**src/rtl/bus_pkg.sv**
```systemverilog
// Shared widths and arbiter state encoding for the memory bus arbiter.
package bus_pkg;
  localparam int ADDR_W = 16;
  localparam int DATA_W = 16;

  typedef enum logic [1:0] {
    ST_IDLE,
    ST_ACCESS,
    ST_WAIT,
    ST_DONE
  } arb_state_e;
endpackage

```
**src/rtl/rr_picker.sv**
```systemverilog
// Combinational round-robin picker: first requester at or after ptr, wrapping.
module rr_picker #(
  parameter int NREQ  = 3,
  parameter int PTR_W = 2
) (
  input  logic [NREQ-1:0]  req,
  input  logic [PTR_W-1:0] ptr,
  output logic [NREQ-1:0]  winner,
  output logic             valid
);
  int idx;

  // Scan from the farthest offset back to ptr so the nearest requester wins.
  always_comb begin
    winner = '0;
    valid  = |req;
    idx    = 0;
    for (int k = NREQ - 1; k >= 0; k--) begin
      idx = (int'(ptr) + k) % NREQ;
      if (req[idx]) begin
        winner      = '0;
        winner[idx] = 1'b1;
      end
    end
  end
endmodule

```
**src/rtl/bus_arbiter.sv**
```systemverilog
// Round-robin shared-memory arbiter with fixed read latency and locked bursts.
module bus_arbiter
  import bus_pkg::*;
#(
  parameter int NREQ      = 3,
  parameter int LATENCY   = 1,
  parameter int MAX_BURST = 4
) (
  input  logic                   clk,
  input  logic                   reset,
  input  logic [NREQ-1:0]        req,
  input  logic [NREQ-1:0]        lock,
  input  logic [NREQ-1:0]        we,
  input  logic [NREQ*ADDR_W-1:0] addr,
  input  logic [NREQ*DATA_W-1:0] wdata,
  output logic [NREQ-1:0]        gnt,
  output logic [NREQ-1:0]        ack,
  output logic [DATA_W-1:0]      rdata,
  output logic [ADDR_W-1:0]      mem_addr,
  output logic [DATA_W-1:0]      mem_wdata,
  output logic                   mem_read,
  output logic                   mem_write,
  input  logic [DATA_W-1:0]      mem_rdata,
  output logic                   busy
);
  localparam int PTR_W = (NREQ > 1) ? $clog2(NREQ) : 1;
  localparam int WW    = (LATENCY > 1) ? $clog2(LATENCY) : 1;
  localparam int BW    = (MAX_BURST > 1) ? $clog2(MAX_BURST) : 1;

  arb_state_e        state_q, state_d;
  logic [NREQ-1:0]   gnt_q, gnt_d;
  logic [PTR_W-1:0]  ptr_q, ptr_d;
  logic [BW-1:0]     burst_q, burst_d;
  logic [WW-1:0]     wcnt_q, wcnt_d;
  logic              rd_q, rd_d;
  logic [DATA_W-1:0] rdata_q, rdata_d;

  logic [NREQ-1:0]   pick;
  logic              pick_vld;
  logic [PTR_W-1:0]  gidx;
  logic              g_we;
  logic [ADDR_W-1:0] g_addr;
  logic [DATA_W-1:0] g_wdata;
  logic              in_access;

  rr_picker #(.NREQ(NREQ), .PTR_W(PTR_W)) u_pick (
    .req    (req),
    .ptr    (ptr_q),
    .winner (pick),
    .valid  (pick_vld)
  );

  // Only the granted requester's fields reach the bus.
  always_comb begin
    gidx = '0;
    for (int i = 0; i < NREQ; i++)
      if (gnt_q[i]) gidx = PTR_W'(i);
    g_we    = we[gidx];
    g_addr  = addr[gidx*ADDR_W +: ADDR_W];
    g_wdata = wdata[gidx*DATA_W +: DATA_W];
  end

  always_comb begin
    state_d = state_q;
    gnt_d   = gnt_q;
    ptr_d   = ptr_q;
    burst_d = burst_q;
    wcnt_d  = wcnt_q;
    rd_d    = rd_q;
    rdata_d = rdata_q;
    unique case (state_q)
      ST_IDLE: begin
        if (pick_vld) begin
          gnt_d   = pick;
          state_d = ST_ACCESS;
        end
      end
      ST_ACCESS: begin
        rd_d    = ~g_we;
        wcnt_d  = '0;
        state_d = ST_WAIT;
      end
      ST_WAIT: begin
        if (int'(wcnt_q) == LATENCY - 1) begin
          if (rd_q) rdata_d = mem_rdata;
          state_d = ST_DONE;
        end else begin
          wcnt_d = wcnt_q + 1'b1;
        end
      end
      ST_DONE: begin
        ptr_d = (int'(gidx) == NREQ - 1) ? '0 : gidx + 1'b1;
        if (lock[gidx] && req[gidx] && int'(burst_q) < MAX_BURST - 1) begin
          burst_d = burst_q + 1'b1;
          state_d = ST_ACCESS;
        end else begin
          burst_d = '0;
          gnt_d   = '0;
          state_d = ST_IDLE;
        end
      end
      default: state_d = ST_IDLE;
    endcase
  end

  always_ff @(posedge clk or negedge reset) begin
    if (!reset) begin
      state_q <= ST_IDLE;
      gnt_q   <= '0;
      ptr_q   <= '0;
      burst_q <= '0;
      wcnt_q  <= '0;
      rd_q    <= 1'b0;
      rdata_q <= '0;
    end else begin
      state_q <= state_d;
      gnt_q   <= gnt_d;
      ptr_q   <= ptr_d;
      burst_q <= burst_d;
      wcnt_q  <= wcnt_d;
      rd_q    <= rd_d;
      rdata_q <= rdata_d;
    end
  end

  assign in_access = (state_q == ST_ACCESS);
  assign gnt       = gnt_q;
  assign ack       = (state_q == ST_DONE) ? gnt_q : '0;
  assign busy      = (state_q != ST_IDLE);
  assign rdata     = rdata_q;
  assign mem_read  = in_access & ~g_we;
  assign mem_write = in_access & g_we;
  assign mem_addr  = in_access ? g_addr  : '0;
  assign mem_wdata = in_access ? g_wdata : '0;
endmodule

```
**config.mk**
```make
export PLATFORM = sky130hd
export DESIGN_NAME = bus_arbiter
export DESIGN_NICKNAME = d
export VERILOG_FILES = /design/src/rtl/bus_pkg.sv /design/src/rtl/rr_picker.sv /design/src/rtl/bus_arbiter.sv
export SDC_FILE = /design/constraint.sdc
export NUM_CORES = 1
export LEC_CHECK = 0
export ABC_CLOCK_PERIOD_IN_PS = 2130
export CORE_MARGIN = 1.5
export CORE_UTILIZATION = 34
export DETAILED_ROUTE_END_ITERATION = 12
export MAX_ROUTING_LAYER = met4
export PLACE_DENSITY = 0.82
export SYNTH_ARGS = -nofsm -noshare
export SYNTH_HDL_FRONTEND = slang
export SYNTH_HIERARCHICAL = 1
export SYNTH_SLANG_ARGS = --single-unit
export TNS_END_PERCENT = 5
```
**constraint.sdc**
```tcl
create_clock -name clk -period 2.13 [get_ports clk]
set_input_delay 0.213 -clock clk [delete_from_list [all_inputs] [get_ports clk]]
set_output_delay 0.213 -clock clk [all_outputs]
set_load 0.03 [all_outputs]
```
==> results of run 1 <==
[final timing paths]
| path | endpoint | slack [ns] |
|---|---|---|
| setup / recovery | busy | 0.12 |
| hold / removal | rdata[13] | 0.18 |
| setup reg to reg | gnt[0] | 0.24 |
| hold reg to reg | rdata[8] | 0.50 |
| max in group asynchronous | gnt[2] | 1.36 |
| min in group clk | rdata[8] | 0.50 |
[cell type report]
| class | count | area, sq um |
|---|---|---|
| multi-input cells | 219 | 1570 |
| inverters | 8 | 30.0 |
| well taps | 80 | 100 |
| clock buffers | 4 | 55.1 |
| flip-flops and latches | 26 | 656 |
| repair buffers | 187 | 1780 |
| fillers | 563 | 2570 |
[metal layers]
layer | up-vias | track usage
met5 | - | -
met2 | 120 | 0.369
met3 | 2 | 0.0333
met1 | 1162 | 0.259
met4 | 0 | 0.0308
li1 | 1286 | -
[worst reg2reg max path: stages, from the launching register on]
cell      delay, ns
dfrtp_1        0.43
inv_1          0.09
ha_1           0.28
mux2i_1        0.25
o22ai_2        0.15
a221oi_1       0.25
o21ai_1        0.12
a22o_1         0.22
[cells by family after synthesis]
group | after synthesis | share of synthesized area
DFF | 26 | 0.275
muxes | 59 | 0.262
AOI/OAI and AO/OA | 56 | 0.144
and+or+nand+nor | 94 | 0.205
buffers and inverters | 25 | 0.0614
adders and majority gates | 10 | 0.0529
[layout by cell type (no fill, tap or decap), types with 2 or more instances in the layout]
| cell type | instances |
|---|---|
| a21oi_1 | 4 |
| a22o_1 | 4 |
| and2_1 | 36 |
| buf_4 | 41 |
| clkbuf_8 | 4 |
| clkdlybuf4s50_1 | 145 |
| dfrtp_1 | 24 |
| ha_1 | 10 |
| inv_1 | 6 |
| inv_2 | 2 |
| mux2_1 | 13 |
| mux2_2 | 10 |
| mux2i_1 | 36 |
| nand2_1 | 39 |
| nor2_1 | 5 |
| nor2b_1 | 3 |
| nor3_1 | 2 |
| o21ai_0 | 3 |
| o21ai_1 | 35 |
[power groups by stage]
stage               logic, mW  registers (mW)  clock network (mW)
floorplan                2.08            1.22                   0
global placement         3.63           0.934                   0
detailed placement       3.68           0.952                   0
CTS                      3.70           0.943               0.328
global route             3.95           0.977               0.344
finish                   3.69           0.941               0.318
[per-stage QoR]
step	utilization	setup WS [ns]
finish	0.620	0.117
global route	0.620	0.0435
CTS	0.620	0.0839
detailed placement	0.611	0.234
global placement	0.611	0.257
floorplan	-	0.422
[sequential cells by signal, summed over array words and instances, names as in the netlist]
register  count
rdata        16
gnt           3
burst_q       2
ptr_q         2
state_q       2
rd_q          1
==> key figures, run 1 <==
Outcome
  – Status: complete, no violations

Setup path
  – CP max stage cell: clkdlybuf4s50_1
  – Crit path required time: 1.92 ns
  – Crit-path leading delay family: buffers and inverters
  – CP Capture Type: primary output
  – Reg2Reg Depth: 7
  – Crit-path max FO: 5
  – Crit path from: state_q[1]
  – CP Data Arrival Time: 1.80 ns
  – Worst Setup Path Type: flip-flop to primary output
  – Max incr delay on CP: 0.69 ns
  – Worst path cell trace: inv_1 > ha_1 > inv_2 > clkdlybuf4s50_1
  – Critical path depth: 4
  – Launch point of the worst reg-to-reg path: ptr_q[1]
  – Buf/Inv on CP: 3
  – CP Launch Type: flip-flop

Synth
  – Top post-synthesis cells by area: dfrtp_1 (28%), mux2i_1 (15%), and2_1 (9.5%)
  – Syn Area/Cell: 8.76 sq um
  – Flops & latches, synth: 26
  – Syn_nets: 403
  – Seq/Total Area, Yosys: 0.275
  – Cell accounting for the most synthesized area: dfrtp_1
  – Ys Warns: 6
  – Synth cell types: 39
  – Syn Inst Count: 270
  – EDFF count, synth: 0
  – Synth Cell Area: 2360 sq um
  – Post-synth top cells: nand2_1 (39), and2_1 (36), mux2i_1 (36), o21ai_1 (35), dfrtp_1 (26)
  – Top-area cell type share of the netlist area: 0.275
  – Share of flip-flops with an asynchronous set or reset: 1.00
  – Dominant synthesized flop cell: dfrtp_1
  – Top-count cell post-synth: nand2_1

Power
  – Max IR drop VDD: 0.909 mV
  – Sw power: 2.39 mW
  – Int Power: 2.56 mW
  – Flop pwr share: 0.190
  – Static leakage: 1.73 nW
  – Clock network fraction of total power: 0.064
  – Comb power frac: 0.745
  – Final Power: 4.95 mW
  – Switching share of power: 0.482
  – PD cells: 1180 nW/um^2

Route
  – Vias/cell: 4.90
  – WL met1: 3450 um
  – First DRT Iteration DRCs: 74
  – Via count of the routed design: 2570
  – Met3 WL post-DR: 592 um
  – Max Used Layer: met4
  – Pre-Repair DR Iteration Count: 4
  – Routed wl met2: 3930 um
  – Antenna Violating Nets Remaining: 0
  – Routed WL per cell: 15.3 um
  – Drt total wl: 8000 um
  – Drc violations: 0

Floorplan
  – Die area: 7460 sq um
  – # IOs: 180
  – Core footprint: 6760 sq um
  – Die H: 86.4 um
  – Initial Utilization: 0.350
  – Die width: 86.4 um
  – Site row count: 30

Worst hold path
  – HP Class: primary input to asynchronous set/reset pin

GRT
  – All-Layer GR Usage: 0.210
  – Global-route wire length before repair: 12200 um
  – Vias in the first global route: 2534
  – Overflow after GRT: 0
  – Pin count of the biggest net entering global routing: 36
  – Antenna violations before repair: 0

Clocking
  – Clock root buffer: clkbuf_8
  – CTS tree: built
  – CTS Hold Bufs: 0
  – Clk slew on worst S/H paths: 0.09 ns
  – Total number of H-tree levels: 1
  – Setup bufs post-CTS: 0
  – # clock sinks: 26
  – Post-CTS sizing: 0
  – Inserted Clock Buffers: 3
  – Clock buffer depth: 2
  – Clock latency on the worst-skew pair: 0.27 ns

Layout
  – Area growth, synth to finish: 77.1%
  – Post-route cell area: 4190 sq um
  – Diode count: 0
  – Layout cell share with drive strength beyond 1: 0.146
  – Non-filler cells, final: 524
  – Nets: 578

Timing
  – Clk_skew: 0.00472 ns
  – Period utilization: 0.945
  – Max Freq: 497 MHz
  – Final Max Slew Viols: 0
  – Setup TNS: 0 ns
  – Hold Worst Slack: 0.181 ns
  – Measured slew at the worst slew-check pin: 0.355 ns
  – Hold Fails Final Rpt: 0
  – Setup violators final: 0
  – RSZ-0062 raised after global routing: false
  – Max_slew headroom: 0.762
  – Final Critical Period: 2.01 ns

Placed design
  – Placer Congestion: 0.847
  – # port buffers: 179
  – DP HPWL: 6400 um
  – DP Area: 4130 sq um
  – # placed instances: 520

Flow run
  – Maxcap violations: 0
Power figures use the tool's default switching activity.
==> run 2: changes to the inputs <==
--- a/config.mk
+++ b/config.mk
@@ -9,4 +9,5 @@
 export CORE_MARGIN = 1.5
 export CORE_UTILIZATION = 34
+export CTS_CLUSTER_DIAMETER = 60
 export DETAILED_ROUTE_END_ITERATION = 12
 export MAX_ROUTING_LAYER = met4
==> constraint.sdc (replaced) <==
create_clock -name clk -period 2.13 [get_ports clk]
set_input_delay 0.639 -clock clk [delete_from_list [all_inputs] [get_ports clk]]
set_output_delay 0.639 -clock clk [all_outputs]
set_load 0.03 [all_outputs]
==> run 2 against run 1 <==
Net effect:
- the flow now finishes with violations (negative setup slack)
- sequential power fell by 2%
- setup slack got worse by 0.22 ns
- design area rose by 6.3%
- hold slack improved by 0.31 ns
- final cell count rose by 1.9%
- wire length rose by 2.1%
- clock-buffer cell count did not move
- combinational power rose by 11%
- global-route usage fell by 0.37 points
- critical path depth rose by 1
- power rose by 7.8%
- non-clock buffer count rose by 10
- critical endpoint is now mem_addr[13]
- largest cell class unchanged
==> key figures, run 2 (synthesized netlist as in run 1, its figures left out) <==
GRT
  – Global-route wire length before repair: 11900 um
  – Vias in the first global route: 2589
  – Pin count of the biggest net entering global routing: 47
  – Overflow after GRT: 0
  – All-Layer GR Usage: 0.206
  – Antenna violations before repair: 0

Timing
  – Setup violators final: 34
  – Final Max Slew Viols: 0
  – Hold Worst Slack: 0.492 ns
  – Final Critical Period: 2.23 ns
  – Period utilization: 1.05
  – RSZ-0062 raised after global routing: true
  – Hold Fails Final Rpt: 0
  – Clk_skew: 0.00317 ns
  – Final worst slack: -0.104 ns
  – Max Freq: 448 MHz
  – Measured slew at the worst slew-check pin: 0.372 ns
  – Max_slew headroom: 0.750

Route
  – Drt total wl: 8170 um
  – Routed WL per cell: 15.3 um
  – Drc violations: 0
  – Pre-Repair DR Iteration Count: 4
  – Vias/cell: 5.02
  – First DRT Iteration DRCs: 53
  – Antenna Violating Nets Remaining: 0
  – Via count of the routed design: 2679

Layout
  – Max reg flops: 16
  – Most frequent cells in the layout: clkdlybuf4s50_1 (118), nand2_1 (36), o21ai_1 (35), buf_6 (35), mux2i_1 (34)
  – Layout cell share with drive strength beyond 1: 0.200
  – Nets: 588
  – Post-route cell area: 4450 sq um
  – Layout fillers: 534
  – Diode count: 0
  – Area growth, synth to finish: 88.3%
  – Commonest non-fill, non-tap cell in the layout: clkdlybuf4s50_1
  – Fin util: 0.659

Clocking
  – Clk slew on worst S/H paths: 0.08 ns
  – Clock latency on the worst-skew pair: 0.26 ns
  – # clock sinks: 26
  – Inserted Clock Buffers: 3
  – Total number of H-tree levels: 1
  – CTS tree: built
  – Clock buffer depth: 2
  – Clock root buffer: clkbuf_8

Floorplan
  – Initial Utilization: 0.350
  – # IOs: 180
  – Core footprint: 6760 sq um
  – Site row count: 30
  – Die H: 86.4 um
  – Die width: 86.4 um
  – Die area: 7460 sq um

Worst hold path
  – Worst hold start: rdata[9]
  – HP Class: flip-flop to flip-flop

Power
  – Static leakage: 1.90 nW
  – Final Power: 5.33 mW
  – PD cells: 1200 nW/um^2
  – Max IR drop VDD: 0.909 mV

Placed design
  – DP HPWL: 6440 um
  – Pre-CTS setup slack: -0.235 ns
  – # port buffers: 179
  – DP Area: 4210 sq um
  – Placer Congestion: 0.892

Setup path
  – CP Launch Type: primary input
  – Crit-path max FO: 1
  – Crit path required time: 1.49 ns
  – Launch point of the worst reg-to-reg path: ptr_q[1]
  – CP Data Arrival Time: 1.60 ns
  – CP Capture Type: primary output
  – Worst Setup Path Type: primary input to primary output
  – Crit path from: addr[29]

Flow run
  – Maxcap violations: 0

Outcome
  – Status: finished with violations
  – Violated checks: negative setup slack
[run 2: routing by layer]
metal,vias up,GRT usage,routed length (um)
met2,120,0.373,4170
met4,0,0.0469,144
met3,14,0.0390,565
li1,1305,-,-
met1,1240,0.235,3280
met5,-,-,0
[run 2: power by group]
group          internal [mW]  total, mW  switching (mW)
combinational           1.96       4.09            2.13
sequential             0.734      0.924           0.191
clock                  0.165      0.312           0.147
[run 2: path summary, 6_finish.rpt]
kind,endpoint,slack (ns),depth (start not counted)
worst max-delay path,mem_addr[13],-0.10,5
worst min-delay path,rdata[9],0.49,1
worst max register to register,gnt[1],0.27,7
worst min register to register,rdata[9],0.49,1
max in group asynchronous,gnt[2],1.13,2
min in group asynchronous,rdata[13],0.73,2
[run 2: repair_timing]
action	in CTS	in global routing
hold buffers	0	0
pin swaps	38	7
resized for setup	61	12
buffers inserted	3	0
endpoints found under the setup margin	36	37
[run 2: cell type report]
type                    instances  area [sq um]  area share
repair buffers                197          2000       0.450
clock buffers                   4          55.1      0.0124
inverters                       8          30.0     0.00675
flip-flops and latches         26           653       0.147
multi-input cells             219          1610       0.362
well taps                      80           100      0.0225
[run 2: worst max-delay path: stages]
cell and delay, ns:
clkdlybuf4s50_1 0.47, mux2i_1 0.08, o21ai_1 0.12, and2_1 0.15
buf_6 0.13
[run 2: per-stage QoR]
step,setup TNS [ns],cells
6_report,-1.88,534
5_1_grt,-3.76,534
4_1_cts,-1.80,534
3_5_place_dp,-3.66,527
3_3_place_gp,-2.72,527
2_1_floorplan,0,270
==> run 3: changes to the inputs <==
- ABC_CLOCK_PERIOD_IN_PS: 2130 -> 2300
- CELL_PAD_IN_SITES_DETAIL_PLACEMENT: unset -> 0
- CELL_PAD_IN_SITES_GLOBAL_PLACEMENT: unset -> 1
- CORE_UTILIZATION: 34 -> 23
- clock period: 2.13 -> 2.3 ns (I/O delays scaled with it)
==> run 3 against run 2 <==
Net effect:
- the run still ends with negative setup slack left
- power fell by 9.5%
- via count is 1.3% lower
- sequential power fell by 10%
- register-to-register slack improved by 0.14 ns
- die area grew 46%
- final cell count rose by 10%
- sequential share of layout area down 0.27 points
- hold slack better by 0.0024 ns
- clock skew is essentially flat
- combinational power shrank 8.6%
- largest power group unchanged
==> key figures, run 3 (synthesized netlist as in run 1, its figures left out) <==
Timing
  – RSZ-0062 raised after global routing: true
  – Final worst slack: -0.0378 ns
  – Setup violators final: 7
  – Max_slew headroom: 0.560
  – Clk_skew: 0.00339 ns
  – Hold Fails Final Rpt: 0
  – Final Critical Period: 2.34 ns
  – Measured slew at the worst slew-check pin: 0.658 ns
  – Period utilization: 1.02
  – Final Max Slew Viols: 0
  – Max Freq: 428 MHz
  – Hold Worst Slack: 0.494 ns

Placed design
  – Placer Congestion: 0.803
  – DP HPWL: 6420 um
  – Pre-CTS setup slack: -0.195 ns
  – # port buffers: 179

Worst hold path
  – Hold Path End: rdata[12]
  – Worst hold start: rdata[12]
  – HP Class: flip-flop to flip-flop
  – Hold-critical path depth: 1

GRT
  – Pin count of the biggest net entering global routing: 40
  – Antenna violations before repair: 0
  – All-Layer GR Usage: 0.147
  – Overflow after GRT: 0
  – Global-route wire length before repair: 12900 um
  – Vias in the first global route: 2630

Setup path
  – Buf/Inv on CP: 2
  – Worst path cell trace: clkdlybuf4s50_1 > mux2i_1 > o21ai_1 > and2_1 > buf_6
  – CP Launch Type: primary input
  – Max incr delay on CP: 0.42 ns
  – CP max stage cell: clkdlybuf4s50_1
  – Reg2Reg Depth: 9
  – CP Data Arrival Time: 1.65 ns
  – Launch point of the worst reg-to-reg path: ptr_q[1]
  – CP Capture Type: primary output
  – Crit-path max FO: 1
  – Crit-path leading delay family: buffers and inverters
  – R2R Path End: gnt[2]
  – R2r setup slk: 0.41 ns
  – Crit path required time: 1.61 ns
  – Worst Setup Path Type: primary input to primary output

Outcome
  – Violated checks: negative setup slack
  – Status: finished with violations

Clocking
  – Inserted Clock Buffers: 3
  – Clock buffer depth: 2
  – Clock latency on the worst-skew pair: 0.27 ns
  – Clk slew on worst S/H paths: 0.09 ns
  – Clock root buffer: clkbuf_8
  – Total number of H-tree levels: 1
  – # clock sinks: 26
  – CTS tree: built

Power
  – Sw power: 2.25 mW
  – Int Power: 2.57 mW
  – Flop pwr share: 0.172
  – Max IR drop VDD: 0.800 mV
  – Comb power frac: 0.776
  – Final Power: 4.82 mW
  – Switching share of power: 0.467
  – PD cells: 1060 nW/um^2
  – Clock network fraction of total power: 0.052
  – Static leakage: 2.00 nW

Layout
  – Commonest non-fill, non-tap cell in the layout: clkdlybuf4s50_1
  – Layout cell share with drive strength beyond 1: 0.180
  – Nets: 590
  – Area growth, synth to finish: 91.8%
  – Max reg flops: 16
  – Diode count: 0
  – Most frequent cells in the layout: clkdlybuf4s50_1 (119), nand2_1 (39)

Route
  – Via count of the routed design: 2644
  – Vias/cell: 4.50
  – Pre-Repair DR Iteration Count: 4
  – Drt total wl: 8320 um
  – First DRT Iteration DRCs: 128
  – Antenna Violating Nets Remaining: 0
  – Drc violations: 0
  – Routed WL per cell: 14.1 um

Floorplan
  – Initial Utilization: 0.240
  – # IOs: 180
  – Die width: 104 um
  – Core footprint: 9860 sq um
  – Site row count: 36
  – Die area: 10900 sq um
  – Die H: 104 um

Flow run
  – Maxcap violations: 0
## run 3: what timing repair did
action | in CTS | in global routing
pin swaps | 7 | 18
setup buffers | 2 | 0
hold buffers | 0 | 0
setup endpoints to repair | 34 | 34
gates resized for setup | 30 | 32
## run 3: through the flow
step / utilization / cells / instance area (sq um) / TNS, ns
after floorplan: - / 270 / 2360 / 0
after global placement: 0.435 / 583 / 4290 / -0.588
after detailed placement: 0.435 / 583 / 4290 / -0.908
after CTS: 0.449 / 588 / 4430 / -0.389
after global routing: 0.460 / 588 / 4540 / -1.11
final: 0.460 / 588 / 4540 / -0.135
## run 3: cell type report
type,instances,area [sq um]
fillers,946,5330
repair buffers,199,2060
multi-input cells,219,1590
flip-flops and latches,26,653
well taps,133,166
clock buffers,3,41.3
inverters,8,30.0
## run 3: power groups by stage
stage	clock network (mW)	registers (mW)	logic [mW]
floorplan	0	1.13	1.93
global placement	0	0.843	3.52
detailed placement	0	0.855	3.54
CTS	0.269	0.834	3.70
global route	0.284	0.867	4.01
finish	0.252	0.831	3.74
## run 3: worst register-to-register path, cell delays in order, from the launching register on
cell and delay, ns:
dfrtp_1 0.41, inv_1 0.09, ha_1 0.26, mux2_1 0.37
nand2_1 0.07, mux2_2 0.15, o21ai_2 0.05, and3_1 0.18
a21oi_1 0.12, o21ai_1 0.08
## run 3: worst max-delay path by stage
stage,from,endpoint,slack (ns),depth (start not counted)
after floorplan,gnt[1],mem_read,0.17,5
after global placement,we[0],mem_read,-0.17,6
after detailed placement,we[1],mem_read,-0.20,6
after CTS,we[1],mem_read,-0.13,6
after global routing,addr[28],mem_addr[12],-0.08,5
final,addr[28],mem_addr[12],-0.04,5
## run 3: per-layer routing
| metal | wire [um] | global-route usage |
|---|---|---|
| met1 | 3290 | 0.160 |
| met5 | 0 | - |
| met4 | 68 | 0.0298 |
| met2 | 4340 | 0.272 |
| met3 | 610 | 0.0320 |
